===== src/rtl/pipeline_hazard_ctrl_pkg.sv =====
// Shared pipeline definitions: forwarding select encodings, hazard FSM states, PC register number.
// Latency: n/a (types and constants only).
// Backpressure: n/a.
package pipeline_hazard_ctrl_pkg;

    typedef logic [1:0] fwd_sel_t;

    localparam fwd_sel_t FWD_RF  = 2'b00;
    localparam fwd_sel_t FWD_EXE = 2'b01;
    localparam fwd_sel_t FWD_MEM = 2'b10;
    localparam fwd_sel_t FWD_WB  = 2'b11;

    typedef enum logic [1:0] {
        ST_RUN    = 2'd0,
        ST_FREEZE = 2'd1,
        ST_FLUSH  = 2'd2
    } state_e;

    // r15 is the PC; its value never comes from the bypass network
    localparam int REG_PC = 15;

endpackage


===== src/rtl/fwd_select_unit.sv =====
// Per-operand bypass select: youngest matching producer wins (EXE > MEM > WB > RF).
// Latency: purely combinational, zero cycles.
// Backpressure: none; the select simply follows its inputs.
module fwd_select_unit
    import pipeline_hazard_ctrl_pkg::*;
#(
    parameter int REG_BITS = 4
) (
    input  logic [REG_BITS-1:0] src_i,
    input  logic                use_i,
    input  logic [REG_BITS-1:0] exe_rd_i,
    input  logic                exe_we_i,
    input  logic [REG_BITS-1:0] mem_rd_i,
    input  logic                mem_we_i,
    input  logic [REG_BITS-1:0] wb_rd_i,
    input  logic                wb_we_i,
    output fwd_sel_t            sel_o
);

    logic src_ok;

    assign src_ok = use_i && (src_i != REG_BITS'(REG_PC));

    // Priority mux: the stage closest to ID holds the newest value
    always_comb begin
        sel_o = FWD_RF;
        if (src_ok && exe_we_i && (exe_rd_i == src_i)) begin
            sel_o = FWD_EXE;
        end else if (src_ok && mem_we_i && (mem_rd_i == src_i)) begin
            sel_o = FWD_MEM;
        end else if (src_ok && wb_we_i && (wb_rd_i == src_i)) begin
            sel_o = FWD_WB;
        end
    end

endmodule


===== src/rtl/pipeline_hazard_ctrl.sv =====
// ID-stage hazard control: forwarding selects, load-use bubble, branch flush, memory-wait freeze, stall counter.
// Latency: control outputs are combinational (zero cycles); state, flush count and stall_count are registered.
// Backpressure: mem_busy freezes the whole pipe; load-use stalls PC and IF/ID for one cycle.
module pipeline_hazard_ctrl
    import pipeline_hazard_ctrl_pkg::*;
#(
    parameter int REG_BITS     = 4,
    parameter int FLUSH_CYCLES = 1,
    parameter int CNT_W        = 16
) (
    input  logic                clk,
    input  logic                reset,
    input  logic [REG_BITS-1:0] ID_Rn,
    input  logic [REG_BITS-1:0] ID_Rm,
    input  logic                ID_use_Rn,
    input  logic                ID_use_Rm,
    input  logic                ID_branch_taken,
    input  logic [REG_BITS-1:0] EXE_Rd_num,
    input  logic                EXE_RF_enable,
    input  logic                EXE_load_instr,
    input  logic [REG_BITS-1:0] MEM_Rd_num,
    input  logic                MEM_RF_enable,
    input  logic [REG_BITS-1:0] WB_Rd_num,
    input  logic                WB_RF_enable,
    input  logic                mem_busy,
    output logic                PC_ld,
    output logic                IFID_ld,
    output logic                IFID_flush,
    output logic                IDEXE_bubble,
    output logic                pipe_freeze,
    output logic [1:0]          fwdA_sel,
    output logic [1:0]          fwdB_sel,
    output logic [CNT_W-1:0]    stall_count
);

    state_e           state_q, state_d;
    logic [1:0]       cnt_q, cnt_d;
    logic [CNT_W-1:0] stall_count_q;
    fwd_sel_t         fwd_a, fwd_b;
    logic             load_use;

    fwd_select_unit #(.REG_BITS(REG_BITS)) u_fwd_a (
        .src_i    (ID_Rn),
        .use_i    (ID_use_Rn),
        .exe_rd_i (EXE_Rd_num),
        .exe_we_i (EXE_RF_enable),
        .mem_rd_i (MEM_Rd_num),
        .mem_we_i (MEM_RF_enable),
        .wb_rd_i  (WB_Rd_num),
        .wb_we_i  (WB_RF_enable),
        .sel_o    (fwd_a)
    );

    fwd_select_unit #(.REG_BITS(REG_BITS)) u_fwd_b (
        .src_i    (ID_Rm),
        .use_i    (ID_use_Rm),
        .exe_rd_i (EXE_Rd_num),
        .exe_we_i (EXE_RF_enable),
        .mem_rd_i (MEM_Rd_num),
        .mem_we_i (MEM_RF_enable),
        .wb_rd_i  (WB_Rd_num),
        .wb_we_i  (WB_RF_enable),
        .sel_o    (fwd_b)
    );

    // A load in EXE cannot be bypassed yet; an EXE match on either operand means wait one cycle
    assign load_use = EXE_load_instr && ((fwd_a == FWD_EXE) || (fwd_b == FWD_EXE));

    assign fwdA_sel    = reset ? FWD_RF : fwd_a;
    assign fwdB_sel    = reset ? FWD_RF : fwd_b;
    assign stall_count = stall_count_q;

    // State, flush countdown and saturating stall counter
    always_ff @(posedge clk or posedge reset) begin
        if (reset) begin
            state_q       <= ST_RUN;
            cnt_q         <= 2'd0;
            stall_count_q <= '0;
        end else begin
            state_q <= state_d;
            cnt_q   <= cnt_d;
            if (!PC_ld && (stall_count_q != {CNT_W{1'b1}})) begin
                stall_count_q <= stall_count_q + CNT_W'(1);
            end
        end
    end

    // Next state: FREEZE behaves like RUN once memory releases, so both share the hazard decode
    always_comb begin
        state_d = state_q;
        cnt_d   = cnt_q;
        case (state_q)
            ST_RUN, ST_FREEZE: begin
                if (mem_busy) begin
                    state_d = ST_FREEZE;
                    cnt_d   = 2'd0;
                end else if (load_use) begin
                    state_d = ST_RUN;
                end else if (ID_branch_taken && (FLUSH_CYCLES > 1)) begin
                    state_d = ST_FLUSH;
                    cnt_d   = 2'(FLUSH_CYCLES - 1);
                end else begin
                    state_d = ST_RUN;
                end
            end
            ST_FLUSH: begin
                if (mem_busy) begin
                    state_d = ST_FREEZE;
                    cnt_d   = 2'd0;
                end else if (cnt_q > 2'd1) begin
                    cnt_d = cnt_q - 2'd1;
                end else begin
                    state_d = ST_RUN;
                    cnt_d   = 2'd0;
                end
            end
            default: begin
                state_d = ST_RUN;
                cnt_d   = 2'd0;
            end
        endcase
    end

    // Outputs: priority mem_busy > load-use > branch; while flushing, ID holds a squashed slot so hazards are ignored
    always_comb begin
        PC_ld        = 1'b1;
        IFID_ld      = 1'b1;
        IFID_flush   = 1'b0;
        IDEXE_bubble = 1'b0;
        pipe_freeze  = 1'b0;
        if (reset) begin
            PC_ld   = 1'b0;
            IFID_ld = 1'b0;
        end else if (mem_busy) begin
            PC_ld       = 1'b0;
            IFID_ld     = 1'b0;
            pipe_freeze = 1'b1;
        end else if (state_q == ST_FLUSH) begin
            IFID_flush = (cnt_q != 2'd0);
        end else if (load_use) begin
            PC_ld        = 1'b0;
            IFID_ld      = 1'b0;
            IDEXE_bubble = 1'b1;
        end else if (ID_branch_taken) begin
            IFID_flush = 1'b1;
        end
    end

endmodule


===== config.mk =====
export PLATFORM = sky130hd
export DESIGN_NAME = pipeline_hazard_ctrl
export DESIGN_NICKNAME = d
export VERILOG_FILES = /design/src/rtl/pipeline_hazard_ctrl_pkg.sv /design/src/rtl/fwd_select_unit.sv /design/src/rtl/pipeline_hazard_ctrl.sv
export SDC_FILE = /design/constraint.sdc
export NUM_CORES = 1
export LEC_CHECK = 0
export ABC_AREA = 1
export CAP_MARGIN = 20
export CORE_MARGIN = 2
export CORE_UTILIZATION = 45
export CTS_CLUSTER_DIAMETER = 200
export DETAILED_ROUTE_END_ITERATION = 8
export MAX_ROUTING_LAYER = met4
export PLACE_DENSITY = 0.87
export SKIP_LAST_GASP = 1
export SLEW_MARGIN = 20
export SYNTH_ARGS = -nofsm -noshare
export SYNTH_HDL_FRONTEND = slang
export SYNTH_SLANG_ARGS = --single-unit

===== constraint.sdc =====
create_clock -name clk -period 4.7 [get_ports clk]
set_input_delay 0.705 -clock clk [delete_from_list [all_inputs] [get_ports clk]]
set_output_delay 0.705 -clock clk [all_outputs]
set_load 0.01 [all_outputs]

### After elaboration in Yosys (flattened, before gate mapping)

Cells that the tools add are included.

| storage, ports and cells | value |
|---|---|
| input bits | 30 |
| register bits after elaboration | 20 |

| cells by class | value |
|---|---|
| magnitude comparators | 1 |
| multiplexer cells | 31 |
| equal/unequal tests | 15 |
| $add $sub $neg | 2 |
| reduce and logical (&&, ||, !) cells | 21 |

Operator list:

| cell | count |
|---|---|
| $mux W2 | 13 |
| $eq A4 B4 Y1 | 6 |
| $add A16 B1 Y16 const B | 1 |
| $logic_and A1 B1 Y1 | 16 |
| $mux W1 | 16 |
| $ne A16 B16 Y1 const B | 1 |
| $ne A4 B4 Y1 const B | 2 |
| $pmux W2 S2 | 2 |
| $eq A2 B1 Y1 const B | 3 |
| $ne A3 B3 Y1 const B | 1 |
| $eq A2 B2 Y1 const B | 1 |
| $gt A2 B1 Y1 const B | 1 |
| $logic_not A2 Y1 | 1 |
| $ne A2 B2 Y1 const B | 1 |
| $reduce_bool A2 Y1 | 1 |
| $reduce_or A2 Y1 | 1 |
| $sub A2 B1 Y2 const B | 1 |
| $logic_not A1 Y1 | 1 |
| $logic_or A1 B1 Y1 | 1 |

### Longest topological paths before layout

Gate-level depths: netlist of run 1.

| depth | value |
|---|---|
| depth in word-level cells | 16 |
| depth in mapped cells | 13 |

### Hierarchy

A second synthesis of run 1 with hierarchy kept.

| second synthesis, totals | value |
|---|---|
| cell total of the unflattened synthesis | 310 |
| area, all modules | 1661.6 um2 |

By module, submodules not included:

| module | instances | seq. area each (um2) | area each (um2) | cells an instance |
|---|---|---|---|---|
| pipeline_hazard_ctrl | 1 | 400.4 | 1103.6 | 172 |
| fwd_select_unit | 2 | 0.0 | 279.0 | 69 |

### Least setup slack after synthesis of run 1

No wires, ideal clock.

| timing | value |
|---|---|
| path kind | input -> output |
| from | in EXE_Rd_num[3] |
| to | out PC_ld |
| setup slack | 2.372 ns |
| path buffers | 2 |
| data arrival time | 1.623 ns |
| cell stages on the path | 11 |
| required time | 3.995 ns |
| cells stage by stage | inv_1 -> a21oi_1 -> nand2_1 -> nor2_1 -> nand2_2 -> nand2_1 -> nand2_2 -> nand2_4 -> buf_4 -> inv_2 -> buf_4 |

| on the way | value |
|---|---|
| longest elaborated chain between the ends | 10 |
| elaborated cells between the ends (all ways) | 14 |
| those cells by class | eq/ne (4); mux (6); reduce/logical (4) |

Ends and longest elaborated chain:

| what | line | RTL |
|---|---|---|
| start, declared | pipeline_hazard_ctrl.sv:18 | `input logic [REG_BITS-1:0] EXE_Rd_num,` |
| $eq A4 B4 Y1 | fwd_select_unit.sv:27 | `if (src_ok && exe_we_i && (exe_rd_i == src_i)) begin` |
| $logic_and A1 B1 Y1 | fwd_select_unit.sv:27 |  |
| $mux W2 | fwd_select_unit.sv:27 |  |
| $eq A2 B1 Y1 | pipeline_hazard_ctrl.sv:67 | `assign load_use = EXE_load_instr && ((fwd_a == FWD_EXE) \|\| (fwd_b == FWD_EXE));` |
| $logic_or A1 B1 Y1 * | pipeline_hazard_ctrl.sv:67 |  |
| $logic_and A1 B1 Y1 * | pipeline_hazard_ctrl.sv:67 |  |
| $mux W1 * (4 in a row) | n/a |  |
| end, declared | pipeline_hazard_ctrl.sv:26 | `output logic PC_ld,` |

Mark *: on every way between the ends. The rest lies on a longest branch, timed or not.

### Worst setup path after layout of run 1

| timing | value |
|---|---|
| from | in ID_Rn[2] |
| to | out IFID_flush |

| on the way | value |
|---|---|
| longest elaborated chain between the ends | 14 |
| elaborated cells between the ends (all ways) | 21 |
| those cells by class | eq/ne (5); mux (7); reduce/logical (9) |

Ends and longest elaborated chain:

| what | line | RTL |
|---|---|---|
| start, declared | pipeline_hazard_ctrl.sv:13 | `input logic [REG_BITS-1:0] ID_Rn,` |
| $ne A4 B4 Y1 | fwd_select_unit.sv:22 | `assign src_ok = use_i && (src_i != REG_BITS'(REG_PC));` |
| $logic_and A1 B1 Y1 | fwd_select_unit.sv:22 |  |
| $logic_and A1 B1 Y1 (2 in a row) | fwd_select_unit.sv:31 | `end else if (src_ok && wb_we_i && (wb_rd_i == src_i)) begin` |
| $mux W2 | fwd_select_unit.sv:31 |  |
| $mux W2 | fwd_select_unit.sv:29 | `end else if (src_ok && mem_we_i && (mem_rd_i == src_i)) begin` |
| $mux W2 * | fwd_select_unit.sv:27 |  |
| $eq A2 B1 Y1 * | pipeline_hazard_ctrl.sv:67 |  |
| $logic_or A1 B1 Y1 * | pipeline_hazard_ctrl.sv:67 |  |
| $logic_and A1 B1 Y1 * | pipeline_hazard_ctrl.sv:67 |  |
| $mux W1 * | pipeline_hazard_ctrl.sv:140 | `end else if (load_use) begin` |
| $mux W1 * | pipeline_hazard_ctrl.sv:138 | `end else if (state_q == ST_FLUSH) begin` |
| $mux W1 * | pipeline_hazard_ctrl.sv:134 | `end else if (mem_busy) begin` |
| $mux W1 * | pipeline_hazard_ctrl.sv:131 | `if (reset) begin` |
| end, declared | pipeline_hazard_ctrl.sv:28 | `output logic IFID_flush,` |

Marks and branches as above.

==> impl_metrics.env, run 1 <==
export IMPL_status="finished, final reports clean"
export IMPL_dr_pass1_iters=4
export IMPL_h_tree_depth=1
export IMPL_critPathLaunchType="input port"
export IMPL_power_leakage_nw=1.02
export IMPL_groute_usage_overall=0.234
export IMPL_path_delay_family="buffers and inverters"
export IMPL_multi_input_area_um2=916
export IMPL_critical_path_required_ns=3.99
export IMPL_cts_tree="done"
export IMPL_die_y_um=61.6
export IMPL_gp_congestion=0.922
export IMPL_syn_nets=278
export IMPL_core_um2=3100
export IMPL_clockBufferDepth=2
export IMPL_vias=1747
export IMPL_cp_end_kind="primary output"
export IMPL_synthTopCellsByArea="dfrtp_1 27%, nand2_1 22%, nand3_1 9.0%, inv_1 8.5%, nor2_1 5.3%"
export IMPL_fp_row_count=20
export IMPL_drtIter0Drc=65
export IMPL_cpPeakStageDelay_ns=0.58
export IMPL_cts_buffers=3
export IMPL_synthDistinctLibCells=27
export IMPL_synth_top_cell_area_share=0.268
export IMPL_cts_root_buf="clkbuf_4"
export IMPL_holdCritPathClass="flop to flop"
export IMPL_syn_avg_cell_area_um2=6.05
export IMPL_dp_hpwl_um=3190
export IMPL_yosysTopAreaCell="dfrtp_1"
export IMPL_fmax_mhz=290
export IMPL_finalClockSkew_ns=0.00438
export IMPL_cp_slowest_cell="clkdlybuf4s50_1"
export IMPL_cts_post_setup_buffers_inserted=0
export IMPL_gr_total_overflow=0
export IMPL_fin_nets=332
export IMPL_antenna_found_initial=0
export IMPL_powerDensity_nw_per_um2=233
export IMPL_grt_pass1_vias=1527
export IMPL_grt_pass1_wl_um=6550
export IMPL_critical_path_cell_chain="clkdlybuf4s50_1, inv_1, nand2_1, nand2_1, nand2_1, nor2_1, nand2_1, nand2_1, nand2_2, nand2_4, nor2_1, clkdlybuf4s50_1"
export IMPL_drc=0
export IMPL_syn_to_final_growth_pct=39.4
export IMPL_critPathMaxFanout=24
export IMPL_yosysWarnings=0
export IMPL_fin_cells=344
export IMPL_fillers=313
export IMPL_rsz0062_at_grt="no"
export IMPL_hold_viol=0
export IMPL_slew_violations=0
export IMPL_layout_min_cycle_time_ns=3.44
export IMPL_cap_violations=0
export IMPL_ff_latch_area_um2=400
export IMPL_grt_start_max_net_pins=25
export IMPL_die_area_um2=3800
export IMPL_vias_per_cell=5.08
export IMPL_largest_reg_flops=16
export IMPL_wl_per_cell_um=11.6
export IMPL_drive_above_1_share=0.0533
export IMPL_yosysSeqAreaShare=0.268
export IMPL_cts_resized=0
export IMPL_diodes=0
export IMPL_worstPathArrival_ns=2.74
export IMPL_ys_seq_elements=16
export IMPL_finalSetupViolCount=0
export IMPL_setup_tns_ns=0
export IMPL_start_util=0.481
export IMPL_criticalPathCategory="input port to primary output"
export IMPL_power_w=0.000485
export IMPL_ir_drop_mv=0.289
export IMPL_io_pin_count=55
export IMPL_tightest_slew_ns=0.647
export IMPL_relSlewSlack=0.568
export IMPL_die_width_um=61.6
export IMPL_period_share=0.733
export IMPL_wirelength_um=4000
export IMPL_ant_nets=0
export IMPL_clk_pin_slew_worst_paths_ns=0.10
export IMPL_crit_top_cell="nand2_1"
export IMPL_synthCells=247
export IMPL_crit_buf_inv=3
export IMPL_dp_cells=340
export IMPL_ctsHoldBuffers=0
export IMPL_cts_sinks=16
export IMPL_clk_latency_ns=0.29
export IMPL_synth_area_um2=1490
export IMPL_portBuffers=54
[cells in the final DEF (no fill, tap or decap), types with 2 or more instances in the layout]
cell type        count
a21oi_1              9
clkbuf_4             3
clkdlybuf4s50_1     54
dfrtp_1             16
inv_1               34
inv_2                2
nand2_1             88
nand2_2              4
nand3_1             27
nand4_1              2
nor2_1              21
nor2_2               2
nor3_1               8
o21ai_0              4
o22ai_1              3
xnor2_1              4
xor2_1               9
[Yosys cell counts]
cell type  count
nand2_1       88
inv_1         34
nand3_1       27
nor2_1        21
dfrtp_1       16
a21oi_1        9
xor2_1         9
nor3_1         8
nand2_2        4
o21ai_0        4
xnor2_1        4
o22ai_1        3
buf_4          2
buf_6          2
inv_2          2
nand4_1        2
nor2_2         2
buf_2          1
ha_1           1
nand2_4        1
nand3_2        1
nor2b_1        1
nor3_4         1
nor3b_1        1
nor4_1         1
o21ai_1        1
o21ai_2        1
[final timing paths]
path,start,endpoint,slack [ns],cells past startpoint
worst max-delay path,ID_Rn[2],IFID_flush,1.26,12
worst min-delay path,stall_count[9],stall_count[9],0.51,2
worst max register to register,stall_count[0],stall_count[4],2.81,9
worst min register to register,stall_count[9],stall_count[9],0.51,2
max in group asynchronous,reset,stall_count[5],3.34,2
min in group asynchronous,reset,stall_count[10],0.94,2
[power breakdown]
group	leakage (nW)	internal, W	switching, W
sequential	0.215	0.000159	0.0000304
clock	0.0210	0.0000472	0.0000465
combinational	0.780	0.000103	0.0000983
[kinds of logic after synthesis]
| group | share of synthesized area |
|---|---|
| flops | 0.268 |
| fa+ha+maj | 0.00837 |
| compound gates | 0.0653 |
| simple gates | 0.463 |
| xor+xnor | 0.0762 |
| buf+inv | 0.119 |
[layer usage]
metal	wire length, um	global-route usage	up-vias
met5	0	-	-
met2	1820	0.361	67
met1	1860	0.313	792
met3	302	0.0483	4
met4	22	0.0608	0
li1	-	-	884
[area by class of cell]
cell class / instances / share of cell area
multi-input combinational: 190 / 0.440
timing repair buffer: 54 / 0.259
sequential: 16 / 0.192
inverter: 36 / 0.0649
tap: 44 / 0.0264
clock buffer: 4 / 0.0174
[metrics by stage]
stage                     setup slack (ns)  utilization  cell area (um2)  hold slack [ns]
after global placement                1.32        0.660             2050            0.481
after detailed placement              1.27        0.660             2050            0.496
after global routing                  1.09        0.671             2080            0.538
final                                 1.26        0.671             2080            0.512
after CTS                             1.27        0.671             2080            0.518
after floorplan                       2.37            -             1490            0.521
[worst register-to-register path, stage by stage, from the launching register on]
cell,delay [ns]
dfrtp_1,0.44
ha_1,0.23
nand3_2,0.13
nor2_2,0.18
nand2_2,0.11
nor3_4,0.20
inv_2,0.16
nand2_2,0.23
nand2_1,0.09
nand2_1,0.07
No activity file was read; power rests on OpenSTA's default activity.
==> run 2: changes to the inputs <==
--- a/config.mk
+++ b/config.mk
@@ -8,11 +8,11 @@
 export ABC_AREA = 1
 export CAP_MARGIN = 20
 export CORE_MARGIN = 2
-export CORE_UTILIZATION = 45
+export CORE_UTILIZATION = 40
 export CTS_CLUSTER_DIAMETER = 200
 export DETAILED_ROUTE_END_ITERATION = 8
 export MAX_ROUTING_LAYER = met4
-export PLACE_DENSITY = 0.87
+export PLACE_DENSITY = 0.82
 export SKIP_LAST_GASP = 1
 export SLEW_MARGIN = 20
 export SYNTH_ARGS = -nofsm -noshare
==> constraint.sdc (replaced) <==
create_clock -name clk -period 2.9 [get_ports clk]
set_input_delay 0.435 -clock clk [delete_from_list [all_inputs] [get_ports clk]]
set_output_delay 0.435 -clock clk [all_outputs]
set_load 0.01 [all_outputs]
==> run 2 against run 1 <==
  * Combinational power rose by 61%
  * Sequential power rose by 62%
  * Critical path type unchanged
  * Critical path depth fell by 2
  * Die area rose by 12%
==> impl_metrics.env, run 2 (synthesized netlist as in run 1, its figures left out) <==
export IMPL_period_share=0.980
export IMPL_drive_above_1_share=0.0631
export IMPL_tightest_slew_ns=0.332
export IMPL_antenna_found_initial=0
export IMPL_finalSetupViolCount=0
export IMPL_place_ws_ns=0.0629
export IMPL_layout_setup_ws_ns=0.0572
export IMPL_layout_min_cycle_time_ns=2.84
export IMPL_worstPathArrival_ns=2.41
export IMPL_ir_drop_mv=0.322
export IMPL_final_common_cell="nand2_1"
export IMPL_gp_congestion=0.911
export IMPL_gr_total_overflow=0
export IMPL_dr_pass1_iters=4
export IMPL_critical_path_required_ns=2.47
export IMPL_fin_nets=334
export IMPL_cts_tree="done"
export IMPL_cp_end_kind="primary output"
export IMPL_die_y_um=65.1
export IMPL_hold_viol=0
export IMPL_h_tree_depth=1
export IMPL_vias_per_cell=4.95
export IMPL_portBuffers=54
export IMPL_grt_pass1_wl_um=6620
export IMPL_criticalPathCategory="input port to primary output"
export IMPL_vias=1726
export IMPL_power_leakage_nw=1.04
export IMPL_cts_root_buf="clkbuf_8"
export IMPL_groute_usage_overall=0.200
export IMPL_grt_start_max_net_pins=23
export IMPL_critical_path_cell_chain="clkdlybuf4s50_1, inv_1, nand2_1, nand2_1, nor2_1, nand4_1, nor3_2, nand2_1, a21oi_1, clkdlybuf4s50_1"
export IMPL_ctsHoldBuffers=0
export IMPL_grt_pass1_vias=1473
export IMPL_final_cell_mix="88 x nand2_1, 53 x clkdlybuf4s50_1, 34 x inv_1"
export IMPL_drtIter0Drc=98
export IMPL_finish_instance_area_um2=2120
export IMPL_critPathLaunchType="input port"
export IMPL_largest_reg_flops=16
export IMPL_holdCritPathClass="flop to flop"
export IMPL_cp_slowest_cell="clkdlybuf4s50_1"
export IMPL_relSlewSlack=0.777
export IMPL_crit_top_cell="nand2_1"
export IMPL_slew_violations=0
export IMPL_rsz0062_at_grt="yes"
export IMPL_cts_post_setup_buffers_inserted=0
export IMPL_reg2reg_slack_ns=1.03
export IMPL_fillers=352
export IMPL_cpPeakStageDelay_ns=0.58
export IMPL_cts_buffers=3
export IMPL_wl_per_cell_um=11.9
export IMPL_diodes=0
export IMPL_ant_nets=0
export IMPL_cap_violations=0
export IMPL_status="finished, final reports clean"
export IMPL_post_dp_cell_area_um2=2070
export IMPL_drc=0
export IMPL_core_um2=3630
export IMPL_cts_sinks=16
export IMPL_wirelength_um=4140
export IMPL_setup_tns_ns=0
export IMPL_clk_latency_ns=0.25
export IMPL_io_pin_count=55
export IMPL_syn_to_final_growth_pct=41.9
export IMPL_powerDensity_nw_per_um2=375
export IMPL_clockBufferDepth=2
export IMPL_dp_hpwl_um=3160
export IMPL_start_util=0.411
export IMPL_die_area_um2=4240
export IMPL_die_width_um=65.1
export IMPL_fp_row_count=22
export IMPL_finalClockSkew_ns=0.00106
export IMPL_critPathMaxFanout=5
export IMPL_fmax_mhz=352
export IMPL_clk_pin_slew_worst_paths_ns=0.06
run 2: cell types whose count changed in the layout (fill, tap and decap cells not counted), sizes merged:
cell,before,now
buf,0,2
clkdlybuf4s50,54,53
clkbuf,4,3
dlymetal6s2s,0,1
run 2: worst max-delay path: cells and delay by family:
| kind | cells | cell delay (ns) |
|---|---|---|
| AND/OR/NAND/NOR | 6 | 0.60 |
| buffers and inverters | 3 | 1.23 |
| AO/OA/AOI/OAI | 1 | 0.14 |
run 2: final cells by class:
type,count,area (um2),share of cell area
Multi-Input combinational cell,190,925,0.436
Timing Repair Buffer,56,558,0.263
Sequential cell,16,400,0.189
Inverter,36,135,0.0638
Tap cell,48,60.1,0.0283
Clock buffer,3,41.3,0.0195
run 2: worst paths after layout:
path | start | end | depth (start not counted)
min reg2reg | stall_count[15] | stall_count[15] | 2
min in group asynchronous | reset | stall_count[12] | 3
max in group asynchronous | reset | stall_count[4] | 3
min | stall_count[15] | stall_count[15] | 2
max reg2reg | stall_count[0] | stall_count[0] | 9
max | ID_Rn[0] | fwdA_sel[0] | 10
run 2: where the power goes:
group	leakage, nW	switching [W]	internal [W]
combinational	0.801	0.000155	0.000168
clock	0.0216	0.0000712	0.0000920
sequential	0.215	0.0000491	0.000259
total	1.04	0.000275	0.000519
run 2: repair_timing:
action / 4_1_cts / 5_1_grt
endpoints found under the hold margin: 0 / 0
gates resized for setup: 0 / 3
endpoints found under the setup margin: 0 / 5
run 2: stage by stage:
step	hold slack, ns	utilization	total power, W	std cells
6_report	0.508	0.583	0.000795	349
5_1_grt	0.533	0.583	0.000853	349
4_1_cts	0.516	0.580	0.000800	349
3_5_place_dp	0.502	0.569	0.000631	346
3_3_place_gp	0.486	0.569	0.000627	346
2_1_floorplan	0.365	-	0.000474	247
run 2: metal layers:
| metal | share of wire | wire (um) | vias up | track usage |
|---|---|---|---|---|
| li1 | - | - | 881 | - |
| met1 | 0.45 | 1880 | 780 | 0.272 |
| met2 | 0.46 | 1910 | 58 | 0.325 |
| met3 | 0.072 | 298 | 7 | 0.0274 |
| met4 | 0.013 | 54 | 0 | 0.0391 |
| met5 | 0 | 0 | - | - |
